### config.mk
export PLATFORM = sky130hd
export DESIGN_NAME = key_search_ctrl
export DESIGN_NICKNAME = d
export VERILOG_FILES = /design/src/rtl/rc4_pkg.sv /design/src/rtl/key_counter.sv /design/src/rtl/key_search_ctrl.sv
export SDC_FILE = /design/constraint.sdc
export NUM_CORES = 1
export LEC_CHECK = 0
export ABC_AREA = 1
export CAP_MARGIN = 20
export CORE_MARGIN = 3
export CORE_UTILIZATION = 40
export CTS_CLUSTER_DIAMETER = 150
export DETAILED_ROUTE_END_ITERATION = 6
export PLACE_DENSITY = 0.68
export SYNTH_ARGS = -nofsm -noshare
export SYNTH_HDL_FRONTEND = slang
export SYNTH_SLANG_ARGS = --single-unit
### constraint.sdc
create_clock -name CLOCK_50 -period 1.8 [get_ports CLOCK_50]
set_input_delay 0.18 -clock CLOCK_50 [delete_from_list [all_inputs] [get_ports CLOCK_50]]
set_output_delay 0.18 -clock CLOCK_50 [all_outputs]
set_load 0.05 [all_outputs]
### src/rtl/rc4_pkg.sv
// Shared widths, search limit and search-state encoding for the RC4 key search slice.
package rc4_pkg;

  localparam int unsigned          KEY_WIDTH = 24;
  localparam logic [KEY_WIDTH-1:0] KEY_MAX   = 24'h3FFFFF;

  typedef enum logic [2:0] {
    S_IDLE      = 3'd0,
    S_LAUNCH    = 3'd1,
    S_WAIT      = 3'd2,
    S_CHECK     = 3'd3,
    S_NEXT      = 3'd4,
    S_FOUND     = 3'd5,
    S_EXHAUSTED = 3'd6
  } search_state_e;

endpackage

### src/rtl/key_counter.sv
// Candidate key register: loadable, increments by one and saturates at MAX.
module key_counter #(
  parameter int unsigned      WIDTH = 24,
  parameter logic [WIDTH-1:0] MAX   = '1
) (
  input  logic             clk_i,
  input  logic             rst_i,
  input  logic             load_i,
  input  logic [WIDTH-1:0] load_val_i,
  input  logic             inc_i,
  output logic [WIDTH-1:0] count_o,
  output logic             at_max_o
);

  logic [WIDTH-1:0] count_q, count_d;

  always_comb begin
    count_d = count_q;
    if (load_i) begin
      count_d = load_val_i;
    end else if (inc_i && (count_q != MAX)) begin
      count_d = count_q + WIDTH'(1);
    end
  end

  always_ff @(posedge clk_i) begin
    if (rst_i) begin
      count_q <= '0;
    end else begin
      count_q <= count_d;
    end
  end

  assign count_o  = count_q;
  assign at_max_o = (count_q == MAX);

endmodule

### src/rtl/key_search_ctrl.sv
// Drives an RC4 core through brute-force or manual single-key attempts and
// latches the first key whose decryption is reported as valid.
module key_search_ctrl #(
  parameter int unsigned          KEY_WIDTH = rc4_pkg::KEY_WIDTH,
  parameter logic [KEY_WIDTH-1:0] KEY_MAX   = rc4_pkg::KEY_MAX,
  parameter int unsigned          SW_WIDTH  = 10
) (
  input  logic                 CLOCK_50,
  input  logic                 reset,
  input  logic [SW_WIDTH-1:0]  sw_key,
  input  logic                 sw_key_available,
  input  logic                 sw_key_changed,
  input  logic                 mode_auto,
  input  logic                 start,
  input  logic                 abort,
  input  logic                 core_ready,
  output logic                 core_start,
  output logic [KEY_WIDTH-1:0] core_key,
  input  logic                 core_done,
  input  logic                 core_key_valid,
  output logic                 busy,
  output logic                 found,
  output logic                 exhausted,
  output logic [KEY_WIDTH-1:0] found_key
);

  import rc4_pkg::*;

  search_state_e        state_q, state_d;
  logic                 found_q, found_d;
  logic                 exh_q, exh_d;
  logic [KEY_WIDTH-1:0] fkey_q, fkey_d;
  logic                 pend_q, pend_d;
  logic                 auto_q, auto_d;
  logic                 valid_q, valid_d;

  logic                 cnt_load, cnt_inc, cnt_at_max, launch;
  logic [KEY_WIDTH-1:0] cnt_load_val;
  logic                 manual_req;

  key_counter #(
    .WIDTH (KEY_WIDTH),
    .MAX   (KEY_MAX)
  ) u_key_counter (
    .clk_i      (CLOCK_50),
    .rst_i      (reset),
    .load_i     (cnt_load),
    .load_val_i (cnt_load_val),
    .inc_i      (cnt_inc),
    .count_o    (core_key),
    .at_max_o   (cnt_at_max)
  );

  assign manual_req = !mode_auto && sw_key_changed && sw_key_available;
  assign busy = (state_q == S_LAUNCH) || (state_q == S_WAIT) ||
                (state_q == S_CHECK)  || (state_q == S_NEXT);

  always_comb begin
    state_d      = state_q;
    found_d      = found_q;
    exh_d        = exh_q;
    fkey_d       = fkey_q;
    pend_d       = pend_q;
    auto_d       = auto_q;
    valid_d      = valid_q;
    cnt_load     = 1'b0;
    cnt_load_val = '0;
    cnt_inc      = 1'b0;
    launch       = 1'b0;

    // A manual key change mid-attempt is replayed once the attempt resolves.
    if (busy && manual_req) begin
      pend_d = 1'b1;
    end

    case (state_q)
      S_IDLE, S_FOUND, S_EXHAUSTED: begin
        if (mode_auto && start) begin
          cnt_load     = 1'b1;
          cnt_load_val = '0;
          auto_d       = 1'b1;
          found_d      = 1'b0;
          exh_d        = 1'b0;
          pend_d       = 1'b0;
          state_d      = S_LAUNCH;
        end else if (!mode_auto && (manual_req || pend_q)) begin
          cnt_load     = 1'b1;
          cnt_load_val = KEY_WIDTH'(sw_key);
          auto_d       = 1'b0;
          found_d      = 1'b0;
          exh_d        = 1'b0;
          pend_d       = 1'b0;
          state_d      = S_LAUNCH;
        end
      end
      S_LAUNCH: begin
        if (abort) begin
          state_d = S_IDLE;
        end else if (core_ready) begin
          launch  = 1'b1;
          state_d = S_WAIT;
        end
      end
      S_WAIT: begin
        if (core_done) begin
          valid_d = core_key_valid;
          state_d = S_CHECK;
        end
      end
      S_CHECK: begin
        if (valid_q) begin
          found_d = 1'b1;
          fkey_d  = core_key;
          state_d = S_FOUND;
        end else if (!auto_q) begin
          state_d = S_IDLE;
        end else if (cnt_at_max) begin
          exh_d   = 1'b1;
          state_d = S_EXHAUSTED;
        end else if (abort) begin
          state_d = S_IDLE;
        end else begin
          state_d = S_NEXT;
        end
      end
      S_NEXT: begin
        cnt_inc = 1'b1;
        state_d = S_LAUNCH;
      end
      default: state_d = S_IDLE;
    endcase
  end

  assign core_start = launch && !reset;

  always_ff @(posedge CLOCK_50) begin
    if (reset) begin
      state_q <= S_IDLE;
      found_q <= 1'b0;
      exh_q   <= 1'b0;
      fkey_q  <= '0;
      pend_q  <= 1'b0;
      auto_q  <= 1'b0;
      valid_q <= 1'b0;
    end else begin
      state_q <= state_d;
      found_q <= found_d;
      exh_q   <= exh_d;
      fkey_q  <= fkey_d;
      pend_q  <= pend_d;
      auto_q  <= auto_d;
      valid_q <= valid_d;
    end
  end

  assign found     = found_q;
  assign exhausted = exh_q;
  assign found_key = fkey_q;

endmodule

==> impl_results.md <==
* Status: completed
* Initial Utilization at 0.4253
* # clock sinks at 56
* WL final at 7536 microns
* Setup TNS at 0 ns
* Worst-path clk slew at around 0.1 ns
* Busiest grt layer: met2
* Final count of hold timing violations at 0
* Row count at 29
* Number of I/O pins at 72
* Initial DRC count at 129
* Share of cells above drive strength 1 at 0.1175
* Max VDD drop at between 0.4 and 0.5 mV
* Gate power share at 0.366
* Synth Register Bits at 56
* Slew of the pin with the lowest slew margin at 0.5224 ns
* Placer Congestion at 0.8656
* Hold Crit Class: reg -> reg
* Slowest CP cell: clkdlybuf4s50_1
* Post-Synthesis Cells at 419
* Crit. End Element: output pin
* Buf/Inv on CP at 2
* Post-CTS Setup Inserts at 0
* Routed vias/inst at around 5
* Die Area at 7980 sq um
* Leakage at 1.646 nW
* Post-route ant nets at 0
* Largest net degree at the start of global routing at 31
* Synth area leader: dfxtp_1
* Min cycle time layout at ~1.8 ns
* Ant. Diodes at 0
* Post-Syn Area at 2778 sq um
* # port buffers at 71
* Post-DR wirelength/cell at approximately 13 microns
* Wire length of the first global-routing pass at 12000 microns
* Switching part of the total at 0.3913
* Die Span Y at 89.33 microns
* Sequential share of power at 0.430
* Total grt overflow at 0
* CP required at 1.62 ns
* DRC violations left at 0
* Hold Startpoint: found_key[7]$_SDFFE_PP0P_
* FF-to-FF Start: u_key_counter.count_o[0]$_SDFFE_PP0P_
* Initial antenna violation count at 0
* Area of the multi-input gates at about 1500 sq um
* Sw power at 1.381 mW
* MaxCap Viol Count at 0
* CTS tree: yes
* Yosys warning count at 0
* CTS Hold Bufs at 0
* Max stage delay on crit path at about 0.80 ns
* Synth top area share at 0.4036
* Rel. slew slack at 0.6511
* Critical path launch point type: register
* R2r endpoint: u_key_counter.count_o[16]$_SDFFE_PP0P_
* # fillers at 660
* Final Cell Area at 3837 sq um
* Post-synth cell types at 31
* Worst-path fanout max at 5
* Met2 Usage GRT at 0.3215
* Fin Clk Skew at approximately 0.0070 ns
* Post-route insts no fill at 579
* Skew-Pair Late Insertion Delay at roughly 0.31 ns
* Crit-path cells: buf_4, clkdlybuf4s50_1
* Post-Syn Nets at 440
* Core Region at 6531 sq um
* Met1 usage at 0.2469
* CTS root buffer: clkbuf_8
* Worst Hold Depth at 2
* Final HPWL DP at between 5000 and 6000 microns
* Total GRT Usage at 0.1902
* Clk network pwr share at 0.204
* H-tree depth at 2
* Pins Over Slew Limit at 0
* Register Area at 1142 sq um
* Data arrival, critical path at 1.58 ns
* Maximum clock frequency at 568.3 MHz
* CP Class: reg -> out
* Met3 usage at 0.03502
* Post-cts repair resize count at 0
* Crit share post-route at 0.9776
* Nets at 522
* Total number of vias at 2889
* TritonCTS buffer count at 5
* Placed Cells at approximately 570
* Final setup viols at 0
* Number of global-route vias before repair at 2616
* Internal at approximately 2.1 mW
* Family with the most delay on the worst path: buffers and inverters
* Reg2reg path depth at 9
* Hold Slack at 0.4721 ns
* Mapped Avg Cell Area at 6.629 sq um
* Pwr Density at ~920 nW/um^2
* Flop2flop setup slack at ~0.15 ns
* End of the worst hold path: found_key[7]$_SDFFE_PP0P_
* Area delta synth->final at 38.15%
* Die Wd at 89.33 microns
* Top post-synthesis cells by area: dfxtp_1, nand2_1, nor2_1
* Clk buf depth at 2
* DR pass1 iterations at 5
* Post-synthesis sequential area ratio at 0.4036
* Placed instance area at 3717 sq um
==> through the flow <==
stage            util  power, mW  worst slack, ns
5_1_grt        0.5875      3.739         -0.01398
3_3_place_gp   0.5692      2.791          0.07900
2_1_floorplan       -      2.363        0.0006102
3_5_place_dp   0.5692      2.809          0.01336
6_report       0.5875      3.530          0.04034
4_1_cts        0.5833      3.519          0.01273
==> placed cells by master, fill, tap and decap left out, types with 6 or more instances in the layout <==
cell,n
nand3_1,22
nand4_1,9
dfxtp_2,11
nor2_1,68
nand2_1,114
buf_4,18
clkdlybuf4s50_1,64
a21oi_1,36
clkbuf_8,6
o21ai_0,24
o21ai_1,8
dfxtp_1,43
inv_1,36
==> layer usage <==
metal / wire, microns / vias to the layer above
met5: 0 / -
met4: 99 / 0
met3: 332 / 11
met2: 3509 / 81
met1: 3594 / 1296
li1: - / 1501
==> sequential cells by signal (all words and copies together) (netlist names) <==
name and count:
found_key 24, u_key_counter.count_o 24, state_q 3, auto_q 1, exhausted 1, found 1
pend_q 1, valid_q 1
==> worst max-delay path by stage <==
stage                                                       from                                      to  slack, ns  cells after the start
final                     u_key_counter.count_o[15]$_SDFFE_PP0P_                            core_key[15]       0.04                      2
after global routing       u_key_counter.count_o[1]$_SDFFE_PP0P_  u_key_counter.count_o[11]$_SDFFE_PP0P_      -0.01                     11
after detailed placement                               mode_auto  u_key_counter.count_o[15]$_SDFFE_PP0P_       0.01                     10
after floorplan           u_key_counter.count_o[17]$_SDFFE_PP0P_   u_key_counter.count_o[2]$_SDFFE_PP0P_     0.0006                     10
after global placement                                 mode_auto   u_key_counter.count_o[6]$_SDFFE_PP0P_       0.08                      9
after CTS                 u_key_counter.count_o[12]$_SDFFE_PP0P_                            core_key[12]       0.01                      2
==> synth_stat cells (all sizes together) <==
cell	instances
nand2	119
xor2	2
nor3	4
dfxtp	56
nand3b	1
nor4	1
o21ai	32
a21oi	37
o211ai	2
inv	37
nor2	74
ha	1
xnor2	3
nand4	9
o21bai	1
and2	1
clkbuf	5
nor3b	1
clkinv	1
buf	9
nand3	23
==> power groups by stage <==
| stage | Sequential, mW | Clock, mW | Combinational [mW] |
|---|---|---|---|
| final | 1.52 | 0.721 | 1.29 |
| after global routing | 1.53 | 0.782 | 1.42 |
| after CTS | 1.51 | 0.733 | 1.28 |
| after detailed placement | 1.54 | 0 | 1.27 |
| after global placement | 1.54 | 0 | 1.25 |
| after floorplan | 1.75 | 0 | 0.610 |
==> worst reg2reg max path: stages (launching register included) <==
cell	delay (ns)
dfxtp_4	0.36
ha_1	0.22
nand2_1	0.14
nor2_4	0.05
nand2_4	0.10
nor2_8	0.06
a21oi_2	0.31
nand2_1	0.15
nor2_1	0.11
nor2_1	0.05
==> cell families (layout without fill, tap and decap cells) <==
family,after synthesis,count (layout),share of synthesized area
AOI/OAI and AO/OA,72,72,0.1338
xor gates and xnor gates,5,5,0.01577
adders and majority gates,1,1,0.004504
buffers and inverters,52,135,0.07703
DFF,56,56,0.4036
and+or+nand+nor,233,233,0.3653
==> final cells by class <==
class / count / area share
flip-flops and latches: 56 / 0.2977
multi-input cells: 311 / 0.3812
well taps: 77 / 0.02511
clock buffers: 6 / 0.02152
clock inverters: 2 / 0.002608
repair buffers: 89 / 0.2328
inverters: 38 / 0.03913
No activity file was read; power rests on OpenSTA's default activity.
